$ cat src/rtl/uart_tx_ctrl_fsm.sv
// UART transmit sequencer: frames start/data/parity/stop bits with an internal baud prescaler.
// Optional macro UART_TX_STOP2_EN selects two stop bit periods instead of one.
module uart_tx_ctrl_fsm #(
    parameter int unsigned DATA_SIZE      = 8,
    parameter int unsigned PRESCALE_WIDTH = 8
) (
    input  logic                      CLK_FSM,
    input  logic                      RST_FSM,
    input  logic                      Data_valid_FSM,
    input  logic                      PAR_EN_FSM,
    input  logic [PRESCALE_WIDTH-1:0] PRESCALE_FSM,
    output logic                      ser_load_FSM,
    output logic                      par_load_FSM,
    output logic                      ser_shift_FSM,
    output logic [1:0]                mux_sel_FSM,
    output logic                      busy_FSM
);

    localparam int unsigned BIT_W = $clog2(DATA_SIZE);

    localparam logic [1:0] MUX_START  = 2'b00;
    localparam logic [1:0] MUX_DATA   = 2'b01;
    localparam logic [1:0] MUX_PARITY = 2'b10;
    localparam logic [1:0] MUX_STOP   = 2'b11;

    typedef enum logic [2:0] {
        IDLE   = 3'd0,
        START  = 3'd1,
        DATA   = 3'd2,
        PARITY = 3'd3,
        STOP   = 3'd4
    } state_e;

    state_e                    state_q, state_d;
    logic [PRESCALE_WIDTH-1:0] baud_q, baud_d;
    logic [BIT_W-1:0]          bit_q, bit_d;
    logic                      par_en_q, par_en_d;
    logic [1:0]                mux_q, mux_d;
    logic                      busy_q, busy_d;

    logic [PRESCALE_WIDTH-1:0] prescale_eff;
    logic                      tick;
    logic                      last_bit;
    logic                      stop_done;
    logic                      accept;

    // A prescale of zero behaves like one cycle per bit.
    assign prescale_eff = (PRESCALE_FSM == '0) ? PRESCALE_WIDTH'(1) : PRESCALE_FSM;
    assign tick         = (baud_q == (prescale_eff - PRESCALE_WIDTH'(1)));
    assign last_bit     = (bit_q == BIT_W'(DATA_SIZE - 1));

`ifdef UART_TX_STOP2_EN
    assign stop_done = (bit_q == BIT_W'(1));
`else
    assign stop_done = 1'b1;
`endif

    // New frame accepted from IDLE or on the final STOP tick.
    assign accept = Data_valid_FSM && !RST_FSM &&
                    ((state_q == IDLE) || ((state_q == STOP) && tick && stop_done));

    // State register
    always_ff @(posedge CLK_FSM) begin
        if (RST_FSM) begin
            state_q  <= IDLE;
            baud_q   <= '0;
            bit_q    <= '0;
            par_en_q <= 1'b0;
            mux_q    <= MUX_STOP;
            busy_q   <= 1'b0;
        end else begin
            state_q  <= state_d;
            baud_q   <= baud_d;
            bit_q    <= bit_d;
            par_en_q <= par_en_d;
            mux_q    <= mux_d;
            busy_q   <= busy_d;
        end
    end

    // Next-state and counter logic
    always_comb begin
        state_d  = state_q;
        bit_d    = bit_q;
        par_en_d = par_en_q;
        baud_d   = ((state_q == IDLE) || tick) ? '0 : (baud_q + PRESCALE_WIDTH'(1));

        case (state_q)
            IDLE: begin
                if (accept) begin
                    state_d  = START;
                    par_en_d = PAR_EN_FSM;
                end
            end
            START: begin
                if (tick) begin
                    state_d = DATA;
                    bit_d   = '0;
                end
            end
            DATA: begin
                if (tick) begin
                    if (last_bit) begin
                        state_d = par_en_q ? PARITY : STOP;
                        bit_d   = '0;
                    end else begin
                        bit_d = bit_q + BIT_W'(1);
                    end
                end
            end
            PARITY: begin
                if (tick) begin
                    state_d = STOP;
                    bit_d   = '0;
                end
            end
            STOP: begin
                if (tick) begin
                    if (stop_done) begin
                        bit_d = '0;
                        if (accept) begin
                            state_d  = START;
                            par_en_d = PAR_EN_FSM;
                        end else begin
                            state_d = IDLE;
                        end
                    end else begin
                        bit_d = bit_q + BIT_W'(1);
                    end
                end
            end
            default: begin
                state_d = IDLE;
                bit_d   = '0;
            end
        endcase
    end

    // Output logic: pulses are combinational, mux/busy follow the next state
    always_comb begin
        ser_load_FSM  = accept;
        par_load_FSM  = accept;
        ser_shift_FSM = (state_q == DATA) && tick && !last_bit && !RST_FSM;
        busy_d        = (state_d != IDLE);
        mux_d         = MUX_STOP;
        case (state_d)
            START:   mux_d = MUX_START;
            DATA:    mux_d = MUX_DATA;
            PARITY:  mux_d = MUX_PARITY;
            default: mux_d = MUX_STOP;
        endcase
    end

    assign mux_sel_FSM = mux_q;
    assign busy_FSM    = busy_q;

endmodule

$ cat config.mk
export PLATFORM = sky130hd
export DESIGN_NAME = uart_tx_ctrl_fsm
export DESIGN_NICKNAME = d
export VERILOG_FILES = /design/src/rtl/uart_tx_ctrl_fsm.sv
export SDC_FILE = /design/constraint.sdc
export NUM_CORES = 1
export LEC_CHECK = 0
export CAP_MARGIN = 20
export CORE_MARGIN = 3
export CORE_UTILIZATION = 59
export CTS_BUF_LIST = sky130_fd_sc_hd__clkbuf_8
export DETAILED_ROUTE_END_ITERATION = 10
export PLACE_DENSITY_LB_ADDON = 0.12
export SLEW_MARGIN = 5
export SYNTH_ARGS = -nofsm -noshare
export SYNTH_HDL_FRONTEND = slang
export SYNTH_SLANG_ARGS = --single-unit
$ cat constraint.sdc
create_clock -name CLK_FSM -period 5.5 [get_ports CLK_FSM]
set_input_delay 1.1 -clock CLK_FSM [delete_from_list [all_inputs] [get_ports CLK_FSM]]
set_output_delay 1.1 -clock CLK_FSM [all_outputs]
set_load 0.1 [all_outputs]
Word-level counts from Yosys, hierarchy flattened. Index checks and enable logic that the tools add are counted.

Flip-flop bits (word level): 18. Output and inout bits: 6. Logic and storage cells: 58.

Add/sub/neg operators: 3. Equality and inequality tests: 12. Multiplexer cells: 18. Bitwise operators: 1. Reduce and logical (&&, ||, !) cells: 18.

Operators by type and width (count): 3-bit 2-to-1 mux (10); 3-bit one-hot mux with 5 select lines (1); 3-bit by 2-bit == test with 1-bit output, second input constant (4); 3-bit one-hot mux with 3 select lines (1); 8-bit by 1-bit adder with 8-bit output, second input constant (1); 8-bit == test (1); 8-bit logical NOT (1); 8-bit 2-to-1 mux (1); 8-bit by 1-bit subtractor with 8-bit output, second input constant (1); 3-bit by 1-bit == test with 1-bit output, second input constant (2); 3-bit == test, second input constant (2); 1-bit logical AND (6); 2-bit one-hot mux with 3 select lines (1); 2-bit != test, second input constant (2); 3-bit by 1-bit adder with 3-bit output, second input constant (1); 3-bit logical NOT (1); 1-bit 2-to-1 mux (3); 3-bit AND reduction (1); 3-bit nonzero test (1); 3-bit OR reduction (1); 1-bit logical NOT (2); 1-bit logical OR (2); 2-bit by 1-bit != test with 1-bit output, second input constant (1); 1-bit one-hot mux with 2 select lines (1); 4 further kinds (4).

Depth between registers and ports, before layout. Gate-level depths: netlist of the first run.

Depth after elaboration: 12. Depth in mapped cells: 12. Mapped depth without buffers: 11.

Worst setup path after synthesis of the first run. No wires, ideal clock.

Path kind: in2out. Start: in PRESCALE_FSM[2]. End: out ser_shift_FSM. Data arrival time: 5.459 ns. Required time: 4.400 ns. Path slack: -1.059 ns. Stages: 10. Cell sequence: nor4_2 a21oi_1 ha_1 o21ba_2 a221o_1 a221oi_2 nand3_2 or2_0 buf_6 nor3b_1.

Cells in the longest elaborated chain, start to end: 7.

RTL lines: from (decl) (line 11) `input logic [PRESCALE_WIDTH-1:0] PRESCALE_FSM,`; 8-bit logical NOT (line 48) `assign prescale_eff = (PRESCALE_FSM == '0) ? PRESCALE_WIDTH'(1) : PRESCALE_FSM;`; 8-bit 2-to-1 mux * (line 48); 8-bit by 1-bit subtractor with 8-bit output * (line 49) `assign tick = (baud_q == (prescale_eff - PRESCALE_WIDTH'(1)));`; 8-bit == test * (line 49); 1-bit logical AND * (3 in series) (line 143) `ser_shift_FSM = (state_q == DATA) && tick && !last_bit && !RST_FSM;`; to (decl) (line 14) `output logic ser_shift_FSM,`.

Mark *: on every way between the ends. The rest lies on a longest branch, timed or not.

Worst setup path in the final report of the first run.
Start: in PRESCALE_FSM[2]. End: out par_load_FSM.

Cells in the longest elaborated chain, start to end: 7.

RTL lines: 8-bit logical NOT (line 48); 8-bit 2-to-1 mux * (line 48); 8-bit by 1-bit subtractor with 8-bit output * (line 49); 8-bit == test * (line 49); 1-bit logical AND * (line 60) `((state_q == IDLE) || ((state_q == STOP) && tick && stop_done));`; 1-bit logical OR * (line 60); 1-bit logical AND * (line 59) `assign accept = Data_valid_FSM && !RST_FSM &&`; to (decl) (line 13) `output logic par_load_FSM,`.

Marks and branches as above.

==> results.cfg, run 1 <==
[status]
status = completed

[global_route]
grt_usage_pct = 21.8
grt_max_degree = 13
grt_pass1_wl_um = 4200
antenna_found_initial = 0
grt_pass1_vias = 936
grt_overflow = 0

[clock_tree]
ctsHoldBuffers = 0
ctsLongestPathBuffers = 2
cts_buffers = 3
cts_tree = yes
clk_pin_slew_ns = 0.06
cts.sinks = 18
clk_latency_ns = 0.25
htreeDepth = 1
root_buffer = clkbuf_8

[yosys]
synthArstFlopShare_pct = 0
avgSynthCellArea_um2 = 8.98
seq_area_frac_synth_pct = 32.1
yosysMostFrequentCell = dfxtp_1
synth_commonest_cells = 18 x dfxtp_1, 16 x nor2_1, 8 x xnor2_1, 7 x nand2_1, 7 x xor2_1
synth.cell_area_um2 = 1120
syn_inst = 125
ys_ff_latch = 18
yosysWarnings = 0
synth_top_area_share_pct = 32.1
yosysTopAreaCell = dfxtp_1
synth_fp_nets = 141
synth_edf_count = 0
synth_flop_cell = dfxtp_1
synth_area_leaders = dfxtp_1 32%, xnor2_1 6.2%, xor2_1 5.5%
synth_cell_types = 50

[worst_setup_path]
crit_type = input port to output port
crit_cells = 11
cp-startpoint = PRESCALE_FSM[2]
reg2reg_depth = 9
cp-end-kind = output port
crit_path_end = par_load_FSM
cp_top_family = compound AO/OA/AOI/OAI gates
required_ns = 4.40
r2r_start = baud_q[2]
critPathLaunchType = input port
path_cells = clkdlybuf4s50_1, nor4_4, a21oi_1, ha_1, o21ba_2, a221o_1, a221oi_2, nand3_2, o21ai_0, and2_1, buf_12
crit_slowest_cell = clkdlybuf4s50_1
slowest_delay_ns = 0.46
critical_path_buf_inv_count = 2
r2r_setup_slack_ns = 2.88
cp.arrival_ns = 4.21
cp_max_fo = 7
reg2reg_to = state_q[0]

[die]
io_pins = 18
start_util_pct = 63.6
die_y_um = 49.6
core_um2 = 1760
die-area_um2 = 2460
dieWidth_um = 49.6
rows = 15

[layout]
seqCellArea_um2 = 360
design_area_um2 = 1420
layout.cells.non_filler = 170
fin_nets = 162
diodes = 0
syn_to_final_growth_pct = 26.3
fill_cells = 129
multiInputGateArea_um2 = 733
drive_above_1_share_pct = 16.6

[timing]
period_needed_ns = 5.31
fin_skew_ns = 0.00618
relSlewSlack_pct = 35.7
final_max_slew_viol_count = 0
finalHoldViolations = 0
period_share_pct = 96.6
fmax_mhz = 188
finalSetupViolCount = 0
rsz0062_at_grt = no
tightestPinTransition_ns = 0.961
setup_tns_ns = 0

[power]
power_density_nw_per_um2 = 219
power_uw = 311
p_leak_uw = 0.000499
vdd_drop_max_uv = 188

[drt]
vias_per_cell = 5.92
dr.pass1.iters = 4
drt_iter0_drc = 23
avgRoutedWirePerCell_um = 13.9
final_antenna_net_count = 0
drc = 0
wirelength_um = 2370
routed-via-count = 1007

[placement]
portBuffers = 17
postPlaceCellArea_um2 = 1350
place.gp.congestion = 0.907
placed_cells = 166
post-dp-hpwl_um = 1830

[flow_run]
max-cap-violations = 0

[worst_hold_path]
whs_path_depth = 1
hold_path.class = flop to flop
flip-flops by register name, indices dropped and copies added, names as in the netlist:
signal / flops
state_q: 3
busy_FSM: 1
baud_q: 8
par_en_q: 1
mux_sel_FSM: 2
bit_q: 3
placed cells by master (no fill, tap or decap), types with 2 or more instances in the layout:
| cell type | synthesis | final |
|---|---|---|
| xor2_1 | 7 | 7 |
| buf_12 | 0 | 3 |
| nor4b_1 | 3 | 3 |
| nand3_1 | 6 | 6 |
| nand2_1 | 7 | 7 |
| xnor2_1 | 8 | 8 |
| dfxtp_1 | 18 | 18 |
| clkdlybuf4s50_1 | 0 | 14 |
| clkbuf_8 | 0 | 4 |
| nor3_1 | 2 | 2 |
| o21ai_0 | 4 | 4 |
| ha_1 | 4 | 4 |
| nand3b_1 | 2 | 2 |
| nor2_1 | 16 | 16 |
| buf_4 | 1 | 3 |
| a21oi_1 | 3 | 3 |
| nand2b_1 | 3 | 3 |
| inv_1 | 4 | 4 |
metrics by stage:
stage / setup WS [ns] / utilization, % / hold slack (ns)
floorplan: 0.0631 / - / 0.437
global placement: 0.210 / 76.7 / 0.462
detailed placement: 0.0975 / 76.7 / 0.464
CTS: 0.0940 / 79.9 / 0.480
global route: 0.0446 / 80.4 / 0.496
finish: 0.186 / 80.4 / 0.476
cell type report:
cell class	instances	share of cell area [%]
Multi-Input combinational cell	99	51.7
Sequential cell	18	25.4
Timing Repair Buffer	20	15.7
Clock buffer	4	3.88
Tap cell	25	2.21
Inverter	4	1.06
timing repair:
| action | 4_1_cts | 5_1_grt |
|---|---|---|
| hold endpoints to repair | 0 | 0 |
| setup buffers | 0 | 0 |
| gates resized for setup | 0 | 1 |
| endpoints found under the setup margin | 0 | 3 |
how the worst min path moves through the flow:
| stage | start | to |
|---|---|---|
| 5_1_grt | bit_q[2] | bit_q[2] |
| 2_1_floorplan | baud_q[0] | baud_q[0] |
| 3_5_place_dp | bit_q[2] | bit_q[2] |
| 4_1_cts | bit_q[2] | bit_q[2] |
| 3_3_place_gp | baud_q[0] | baud_q[0] |
| 6_report | bit_q[2] | bit_q[2] |
routing by layer:
layer	share of wire (%)	GRT usage (%)
met5	0	0
met1	47	27.8
met3	5.1	5.14
met4	0.55	7.37
met2	47	35.7
cell families (layout without fill, tap and decap cells):
| family | count (synthesis) | in the layout | synth area share, % |
|---|---|---|---|
| XOR/XNOR | 15 | 15 | 11.7 |
| flip-flops | 18 | 18 | 32.1 |
| adder cells (fa/ha/maj) | 4 | 4 | 4.46 |
| multiplexers | 1 | 1 | 0.892 |
| AO/OA/AOI/OAI | 26 | 26 | 18.7 |
| AND/OR/NAND/NOR | 53 | 53 | 27.8 |
| buffers and inverters | 8 | 28 | 4.35 |
power breakdown:
| part | internal, uW | switching (uW) |
|---|---|---|
| combinational | 26.2 | 40.3 |
| clock | 63.6 | 44.3 |
| sequential | 134 | 2.59 |
Power figures use the tool's default switching activity.
==> inputs of run 2 (changes only) <==
- CORE_UTILIZATION: 59 -> 65
- DONT_BUFFER_PORTS: unset -> 1
==> results.cfg, run 2 (synthesized netlist as in run 1, its figures left out) <==
[status]
status = completed

[die]
die-area_um2 = 2260
dieWidth_um = 47.6
rows = 14
die_y_um = 47.6
core_um2 = 1560
start_util_pct = 72.0
io_pins = 18

[placement]
portBuffers = 0
post-dp-hpwl_um = 1680
place.gp.congestion = 0.803

[power]
p_leak_uw = 0.000418
power_density_nw_per_um2 = 241
vdd_drop_max_uv = 241

[timing]
whs_ns = 0.481
tightestPinTransition_ns = 0.932
setup_tns_ns = 0
relSlewSlack_pct = 37.7
fmax_mhz = 194
finalHoldViolations = 0
period_share_pct = 93.8
period_needed_ns = 5.16
final_max_slew_viol_count = 0
rsz0062_at_grt = no
finalSetupViolCount = 0
fin_skew_ns = 0.00127

[worst_setup_path]
slowest_delay_ns = 0.49
required_ns = 4.40
cp.arrival_ns = 4.06
crit_type = input port to output port
crit_slowest_cell = nor4_2
cp-end-kind = output port
r2r_setup_slack_ns = 2.88
cp_max_fo = 7
critical_path_buf_inv_count = 1
critPathLaunchType = input port
path_cells = nor4_2, a21oi_1, ha_1, o21ba_2, a221o_1, a221oi_2, nand3_2, or2_0, nor3b_4, buf_4
cp_top_family = simple AND/OR/NAND/NOR gates

[flow_run]
max-cap-violations = 0

[clock_tree]
clk_latency_ns = 0.25
cts_buffers = 3
htreeDepth = 1
root_buffer = clkbuf_8
cts_resized = 0
ctsHoldBuffers = 0
ctsLongestPathBuffers = 2
cts_tree = yes
cts.sinks = 18
clk_pin_slew_ns = 0.06
cts_setup_buffers = 0

[global_route]
grt_usage_pct = 22.2
grt_pass1_vias = 838
grt_pass1_wl_um = 3460
grt_overflow = 0
antenna_found_initial = 0
grt_max_degree = 13

[layout]
drive_above_1_share_pct = 16.5
layout_common_cells = 18 x dfxtp_1, 16 x nor2_1, 8 x xnor2_1, 7 x nand2_1, 7 x xor2_1
syn_to_final_growth_pct = 7.25
reg_top3 = baud_q (8), bit_q (3), state_q (3)
final_common_cell = dfxtp_1
largest_reg_flops = 8
regMostFlops = baud_q
diodes = 0
fin_nets = 144

[drt]
final_antenna_net_count = 0
drc = 0
drt_iter0_drc = 20
vias_per_cell = 6.43
wirelength_um = 2210
dr.pass1.iters = 4
routed-via-count = 919
avgRoutedWirePerCell_um = 15.5

[worst_hold_path]
hold_path.class = flop to flop
run 2: cell types whose count changed in the layout (fill, tap and decap cells not counted):
cell,before,now
nor4_4,1,0
clkdlybuf4s50_1,14,0
nor4_2,0,1
and2_2,0,1
and2_1,1,0
buf_12,3,1
buf_4,3,1
run 2: final timing paths:
check / startpoint / cells after the start / endpoint
worst min-delay path: par_en_q / 2 / par_en_q
worst min register to register: par_en_q / 2 / par_en_q
worst max register to register: baud_q[2] / 8 / mux_sel_FSM[1]
worst max-delay path: PRESCALE_FSM[2] / 10 / ser_shift_FSM
run 2: final cells by class:
type                            instances  area [um^2]
Tap cell                               16         20.0
Fill cell                             109          355
Timing Repair Buffer                    2         27.5
Clock buffer                            4         55.1
Multi-Input combinational cell         99          726
Inverter                                4         15.0
Sequential cell                        18          360
run 2: power by group:
group / switching [uW] / leakage (uW) / total (uW) / internal, uW
clock: 42.9 / 0.0000288 / 106 / 63.6
combinational: 20.6 / 0.000243 / 34.7 / 14.1
sequential: 15.3 / 0.000146 / 149 / 134
total: 78.8 / 0.000418 / 290 / 211
run 2: metal layers:
| metal | GRT usage, % | wire [um] | vias to the layer above |
|---|---|---|---|
| met4 | 6.99 | 24 | 0 |
| met3 | 7.52 | 155 | 4 |
| met5 | 0 | 0 | - |
| met2 | 36.4 | 1040 | 32 |
| li1 | - | - | 459 |
| met1 | 27.6 | 995 | 424 |
run 2: tightest hold or removal path, stage by stage, from the launching register on:
cell and delay (ns):
dfxtp_1 0.31, nand2b_1 0.06, o21ai_0 0.06
run 2: metrics by stage:
| step | area, um^2 | total power, uW | cells | utilization [%] | setup slack, ns |
|---|---|---|---|---|---|
| floorplan | 1130 | 181 | 125 | - | 0.0631 |
| detailed placement | 1150 | 186 | 139 | 73.7 | 0.387 |
| finish | 1200 | 290 | 143 | 77.2 | 0.342 |
| global placement | 1150 | 185 | 139 | 73.7 | 0.465 |
| global route | 1200 | 302 | 143 | 77.2 | 0.192 |
| CTS | 1200 | 292 | 143 | 77.2 | 0.377 |
